--- config.mk ---
export PLATFORM = sky130hd
export DESIGN_NAME = obuf_tx
export DESIGN_NICKNAME = d
export VERILOG_FILES = /design/src/rtl/obuf_tx.sv
export SDC_FILE = /design/constraint.sdc
export NUM_CORES = 1
export LEC_CHECK = 0
export CAP_MARGIN = 20
export CORE_MARGIN = 1.5
export CORE_UTILIZATION = 55
export CTS_CLUSTER_DIAMETER = 100
export DETAILED_ROUTE_END_ITERATION = 8
export PLACE_DENSITY_LB_ADDON = 0.1
export SETUP_SLACK_MARGIN = 0.5
export SYNTH_ARGS = -nofsm -noshare
export SYNTH_HDL_FRONTEND = slang
export SYNTH_HIERARCHICAL = 1
export SYNTH_SLANG_ARGS = --single-unit
--- constraint.sdc ---
create_clock -name clk -period 3.7 [get_ports clk]
set_input_delay 1.11 -clock clk [delete_from_list [all_inputs] [get_ports clk]]
set_output_delay 1.11 -clock clk [all_outputs]
set_load 0.03 [all_outputs]
--- src/rtl/obuf_tx.sv ---
// Snoops core byte writes into the output buffer window and sends them as 8N1 frames on tx_o.
// Capture is one edge; the FIFO never stalls the core, drops on overrun and flags it in ovf_o.

module obuf_fifo #(
  parameter int W     = 8,
  parameter int DEPTH = 16
) (
  input  logic                     clk,
  input  logic                     rst,
  input  logic                     i_push,
  input  logic                     i_pop,
  input  logic [W-1:0]             i_dat,
  output logic [W-1:0]             o_dat,
  output logic [$clog2(DEPTH):0]   o_cnt,
  output logic                     o_full,
  output logic                     o_empty,
  output logic                     o_drop
);

  localparam int AW = $clog2(DEPTH);

  logic [W-1:0]  r_mem [DEPTH];
  logic [AW-1:0] r_wp;
  logic [AW-1:0] r_rp;
  logic [AW:0]   r_cnt;
  logic          w_push;
  logic          w_pop;

  assign o_empty = (r_cnt == '0);
  assign o_full  = (r_cnt == (AW+1)'(DEPTH));
  assign o_cnt   = r_cnt;
  assign o_dat   = r_mem[r_rp];

  // A pop frees the slot in the same edge, so a full FIFO still accepts a push then.
  assign w_pop   = i_pop && !o_empty;
  assign w_push  = i_push && (!o_full || w_pop);
  assign o_drop  = i_push && !w_push;

  always_ff @(posedge clk) begin
    if (rst) begin
      r_wp  <= '0;
      r_rp  <= '0;
      r_cnt <= '0;
    end else begin
      if (w_push) r_wp <= r_wp + AW'(1);
      if (w_pop)  r_rp <= r_rp + AW'(1);
      r_cnt <= r_cnt + (AW+1)'(w_push) - (AW+1)'(w_pop);
    end
  end

  always_ff @(posedge clk) begin
    if (w_push) r_mem[r_wp] <= i_dat;
  end

endmodule

module obuf_tx #(
  parameter int OBUF  = 'h1400,
  parameter int OBSZ  = 'h600,
  parameter int ASZ   = 17,
  parameter int DEPTH = 16,
  parameter int DIV   = 4
) (
  input  logic                   clk,
  input  logic                   rst,
  input  logic                   write_i,
  input  logic [ASZ-1:0]         addr_i,
  input  logic [7:0]             data_i,
  output logic                   tx_o,
  output logic                   busy_o,
  output logic                   full_o,
  output logic                   ovf_o,
  output logic [$clog2(DEPTH):0] cnt_o
);

  localparam int BCW = $clog2(DIV);
  localparam logic [ASZ:0] P_LO = (ASZ+1)'(OBUF);
  localparam logic [ASZ:0] P_HI = (ASZ+1)'(OBUF + OBSZ);

  typedef enum logic [1:0] {IDLE, START, DATA, STOP} state_t;

  state_t           r_state;
  state_t           w_nxt;
  logic [BCW-1:0]   r_bc;
  logic [2:0]       r_bi;
  logic [7:0]       r_sh;
  logic             r_tx;
  logic             r_ovf;

  logic             w_hit;
  logic             w_push;
  logic             w_pop;
  logic             w_drop;
  logic             w_empty;
  logic             w_full;
  logic             w_bc_end;
  logic             w_tx_nxt;
  logic [7:0]       w_fifo_dat;
  logic [$clog2(DEPTH):0] w_cnt;

  // Extra top bit keeps OBUF+OBSZ from wrapping at the top of the address space.
  assign w_hit  = ({1'b0, addr_i} >= P_LO) && ({1'b0, addr_i} < P_HI);
  assign w_push = write_i && w_hit && !rst;

  obuf_fifo #(
    .W     (8),
    .DEPTH (DEPTH)
  ) u_fifo (
    .clk     (clk),
    .rst     (rst),
    .i_push  (w_push),
    .i_pop   (w_pop),
    .i_dat   (data_i),
    .o_dat   (w_fifo_dat),
    .o_cnt   (w_cnt),
    .o_full  (w_full),
    .o_empty (w_empty),
    .o_drop  (w_drop)
  );

  assign w_bc_end = (r_bc == BCW'(DIV - 1));

  always_ff @(posedge clk) begin
    if (rst) begin
      r_state <= IDLE;
      r_tx    <= 1'b1;
      r_bc    <= '0;
      r_bi    <= '0;
      r_sh    <= '0;
      r_ovf   <= 1'b0;
    end else begin
      r_state <= w_nxt;
      r_tx    <= w_tx_nxt;
      r_bc    <= (r_state == IDLE || w_bc_end) ? '0 : r_bc + 1'b1;
      if (r_state == START && w_bc_end)
        r_bi <= '0;
      else if (r_state == DATA && w_bc_end)
        r_bi <= r_bi + 1'b1;
      if (w_pop)
        r_sh <= w_fifo_dat;
      else if (r_state == DATA && w_bc_end)
        r_sh <= {1'b0, r_sh[7:1]};
      if (w_drop) r_ovf <= 1'b1;
    end
  end

  always_comb begin
    w_nxt = r_state;
    case (r_state)
      IDLE:    if (!w_empty) w_nxt = START;
      START:   if (w_bc_end) w_nxt = DATA;
      DATA:    if (w_bc_end && r_bi == 3'd7) w_nxt = STOP;
      STOP:    if (w_bc_end) w_nxt = w_empty ? IDLE : START;
      default: w_nxt = IDLE;
    endcase
  end

  // tx is registered, so its next value is taken from where the FSM is heading.
  always_comb begin
    w_pop    = 1'b0;
    w_tx_nxt = 1'b1;
    if (!w_empty && (r_state == IDLE || (r_state == STOP && w_bc_end)))
      w_pop = 1'b1;
    case (w_nxt)
      START:   w_tx_nxt = 1'b0;
      DATA:    w_tx_nxt = (r_state == DATA && w_bc_end) ? r_sh[1] : r_sh[0];
      default: w_tx_nxt = 1'b1;
    endcase
  end

  assign tx_o   = r_tx;
  assign busy_o = (r_state != IDLE);
  assign full_o = w_full;
  assign ovf_o  = r_ovf;
  assign cnt_o  = w_cnt;

endmodule

==> results by group <==
Logic synthesis
  • Ys Warns: 6
  • Async SR Flop Fraction: 0%
  • Mapped Cells: 402
  • Yosys reg bits: 162
  • Top cell type by total area after synthesis: edfxtp_1
  • Ys flop type: edfxtp_1
  • Synth top area share: 57.93%
  • Most common cell in the netlist: edfxtp_1
  • Seq/Total Area, Yosys: 68.19%
  • Mapped Avg Cell Area: 16.51 um2
  • Unique cell type count in the Yosys netlist: 53
  • Synth top area cells: edfxtp_1 (58%), dfxtp_1 (10%), mux4_2 (8.1%)
  • EDFF count, synth: 128
  • Syn Nets: 445
  • Mapped cell area: 6635 um2
  • Post-synth top cells: edfxtp_1 (128), nor2_1 (38), dfxtp_1 (34)

Routing
  • Drt total wl: 12330 um
  • Starting DRT DRC Count: 250
  • DR pass1 iterations: 5
  • DRT antenna net count: 0
  • DR WL/cell: 20.25 um
  • Drt drc: 0
  • Drt via density: 5.911
  • Vias: 3600

Worst setup path
  • CP Max Fanout: 10
  • WP data arrival: 3.46 ns
  • CP startpoint: u_fifo/o_cnt[2]
  • Required time of the critical path: 4.05 ns
  • Reg2reg path depth: 16
  • CP Class: reg2reg
  • R2R Path Start: u_fifo/o_cnt[2]
  • Startpoint Class: flop
  • CP endpoint kind: flop

Cells and area
  • Antenna Diode Count: 0
  • Fillers: 805
  • Post-Layout Inst Area: 7746 um2
  • Nets: 496
  • Area Overhead vs Synth: 16.75%
  • Fraction of layout cells with a size suffix above 1: 20.60%

Power and ir drop
  • Logic pwr share: 21.6%
  • Worst VDD drop: 492.6 uV
  • PwrDens: 639.8 nW/um2
  • Sw frac: 26.43%
  • Internal power: 3.646 mW
  • Psw: 1.310 mW
  • Sequential share of power: 43.3%
  • Pleak: 2.661 nW
  • Clock network power share: 35.0%

CTS
  • Htree depth: 4
  • Cts hold-fix bufs: 0
  • CTS sink count: 162
  • CTS tree: built
  • Clock Latency Late Sink: 0.42 ns
  • Root Buffer: clkbuf_16
  • CTS max path bufs: 2
  • Reg clk slew, reported paths: 0.06 ns
  • Num CTS Buffers: 17

Timing
  • Final slew viol count: 0
  • Max-Slew Margin vs Limit: 50.58%
  • Hold Violations, Final: 0
  • Clk_skew: 0.006231 ns
  • Slew @ Worst Pin: 0.7397 ns
  • Post-route setup slack: 0.5892 ns
  • Period minus WS final: 3.111 ns
  • Setup TNS Final: 0 ns
  • Count of final setup violators: 0
  • RSZ-0062 raised after global routing: yes
  • Max Fclk: 321.5 MHz
  • Fin crit share: 84.08%

Placement
  • IO Port Bufs: 27
  • Area after DPL: 7114 um2
  • HPWL Detailed: 7906 um
  • Worst slack at placement: 0.1757 ns
  • GPL Wtd Cong: 0.7634

Floorplan
  • Core area: 11610 um2
  • Die W: 112.8 um
  • IO Pins: 37
  • Die area: 12730 um2
  • Site Rows: 39
  • Initial core utilization: 57.13%
  • Die extent in y: 112.8 um

Global routing
  • First-pass GRT wire length: 19080 um
  • Largest net degree at the start of global routing: 37
  • Antenna violations before repair: 0
  • GR Overflow Total: 0
  • Gr usage total: 20.95%
  • Vias in the first global route: 3604

Outcome
  • Outcome: finished, final reports clean

Hold path
  • HP Class: reg2reg
  • Hold path depth: 1
  • HP Start: r_bc[0]

Run
  • Max Cap Viol: 0
==> cells in the final DEF (no fill, tap or decap), drive strengths merged, types with 2 or more instances in the layout <==
master,instances
a21oi,8
buf,26
clkbuf,19
nor3b,6
xor2,8
nand2,21
o21ai,2
clkinvlp,3
dfxtp,34
ha,14
nand3,6
nor3,6
and2b,2
nand2b,4
a21o,2
a22oi,19
clkdlybuf4s50,26
nor2,40
a22o,3
nor4b,2
inv,15
mux4,32
mux2i,2
and2,2
bufinv,3
clkinv,6
a221o,4
xnor2,3
nor2b,3
edfxtp,128
==> registers in the layout (all words and copies together), names as in the netlist, named ones only <==
name and flops:
tx_o 1, u_fifo/r_rp 4, ovf_o 1, u_fifo/r_mem 128
u_fifo/r_wp 4, r_bi 3, u_fifo/o_cnt 5, r_state 2
r_sh 8, r_bc 2
==> path summary, 6_finish.rpt <==
path                                   endpoint  slack, ns
worst max-delay path            u_fifo/o_cnt[4]       0.59
worst min-delay path                    r_bc[0]       0.44
worst max register to register  u_fifo/o_cnt[4]       0.59
worst min register to register          r_bc[0]       0.44
==> per-stage QoR <==
stage / hold WS, ns / power (mW) / std cells / util, %
2_1_floorplan: 0.4070 / 2.958 / 402 / -
3_3_place_gp: 0.4150 / 3.177 / 573 / 61.26
3_5_place_dp: 0.4428 / 3.215 / 573 / 61.26
4_1_cts: 0.4516 / 4.969 / 606 / 66.45
5_1_grt: 0.4810 / 5.171 / 609 / 66.70
6_report: 0.4436 / 4.956 / 609 / 66.70
==> cells by family (layout without fill, tap and decap cells) <==
kind of cell | Yosys count | after routing | share of synthesized area (%)
buffers and inverters | 35 | 99 | 2.998
xor gates and xnor gates | 11 | 11 | 1.452
muxes | 35 | 35 | 11.79
AOI/OAI and AO/OA | 45 | 45 | 5.111
and+or+nand+nor | 99 | 99 | 7.524
adders and majority gates | 15 | 15 | 2.942
DFF | 162 | 162 | 68.19
==> critical path, stage by stage, from the launching register on <==
cell	delay [ns]
dfxtp_2	0.33
inv_1	0.08
ha_2	0.18
or4b_4	0.50
inv_4	0.08
a21o_4	0.11
inv_4	0.06
nand2_2	0.09
inv_1	0.05
ha_1	0.27
inv_1	0.04
ha_1	0.20
fa_2	0.35
a21oi_1	0.16
nor2_1	0.06
or3_1	0.33
a21oi_1	0.14
==> final cells by class <==
cell class | count | area, um2 | share of cell area [%]
repair buffers | 53 | 467.9 | 6.041
clock inverters | 13 | 160.2 | 2.068
well taps | 143 | 178.9 | 2.310
flip-flops and latches | 162 | 4528 | 58.46
multi-input cells | 205 | 1921 | 24.79
clock buffers | 19 | 432.9 | 5.589
inverters | 14 | 57.56 | 0.7430
==> power groups by stage <==
stage	Combinational (mW)	Clock, mW	Sequential (mW)
after floorplan	0.779	0	2.18
after global placement	0.993	0	2.18
after detailed placement	1.03	0	2.19
after CTS	1.05	1.77	2.15
after global routing	1.17	1.84	2.16
final	1.07	1.74	2.15
==> what timing repair did <==
action / CTS / global route
resized for setup: 1 / 3
cloned: 0 / 0
buffers inserted: 1 / 3
setup endpoints to repair: 1 / 24
==> routing by layer <==
metal | part of all wire [%] | up-vias | track usage (%)
met5 | 0 | - | 0
met3 | 4.1 | 17 | 4.928
met2 | 50 | 85 | 33.25
met1 | 44 | 1835 | 27.58
li1 | - | 1663 | -
met4 | 2.2 | 0 | 10.30
No activity file was read; power rests on OpenSTA's default activity.
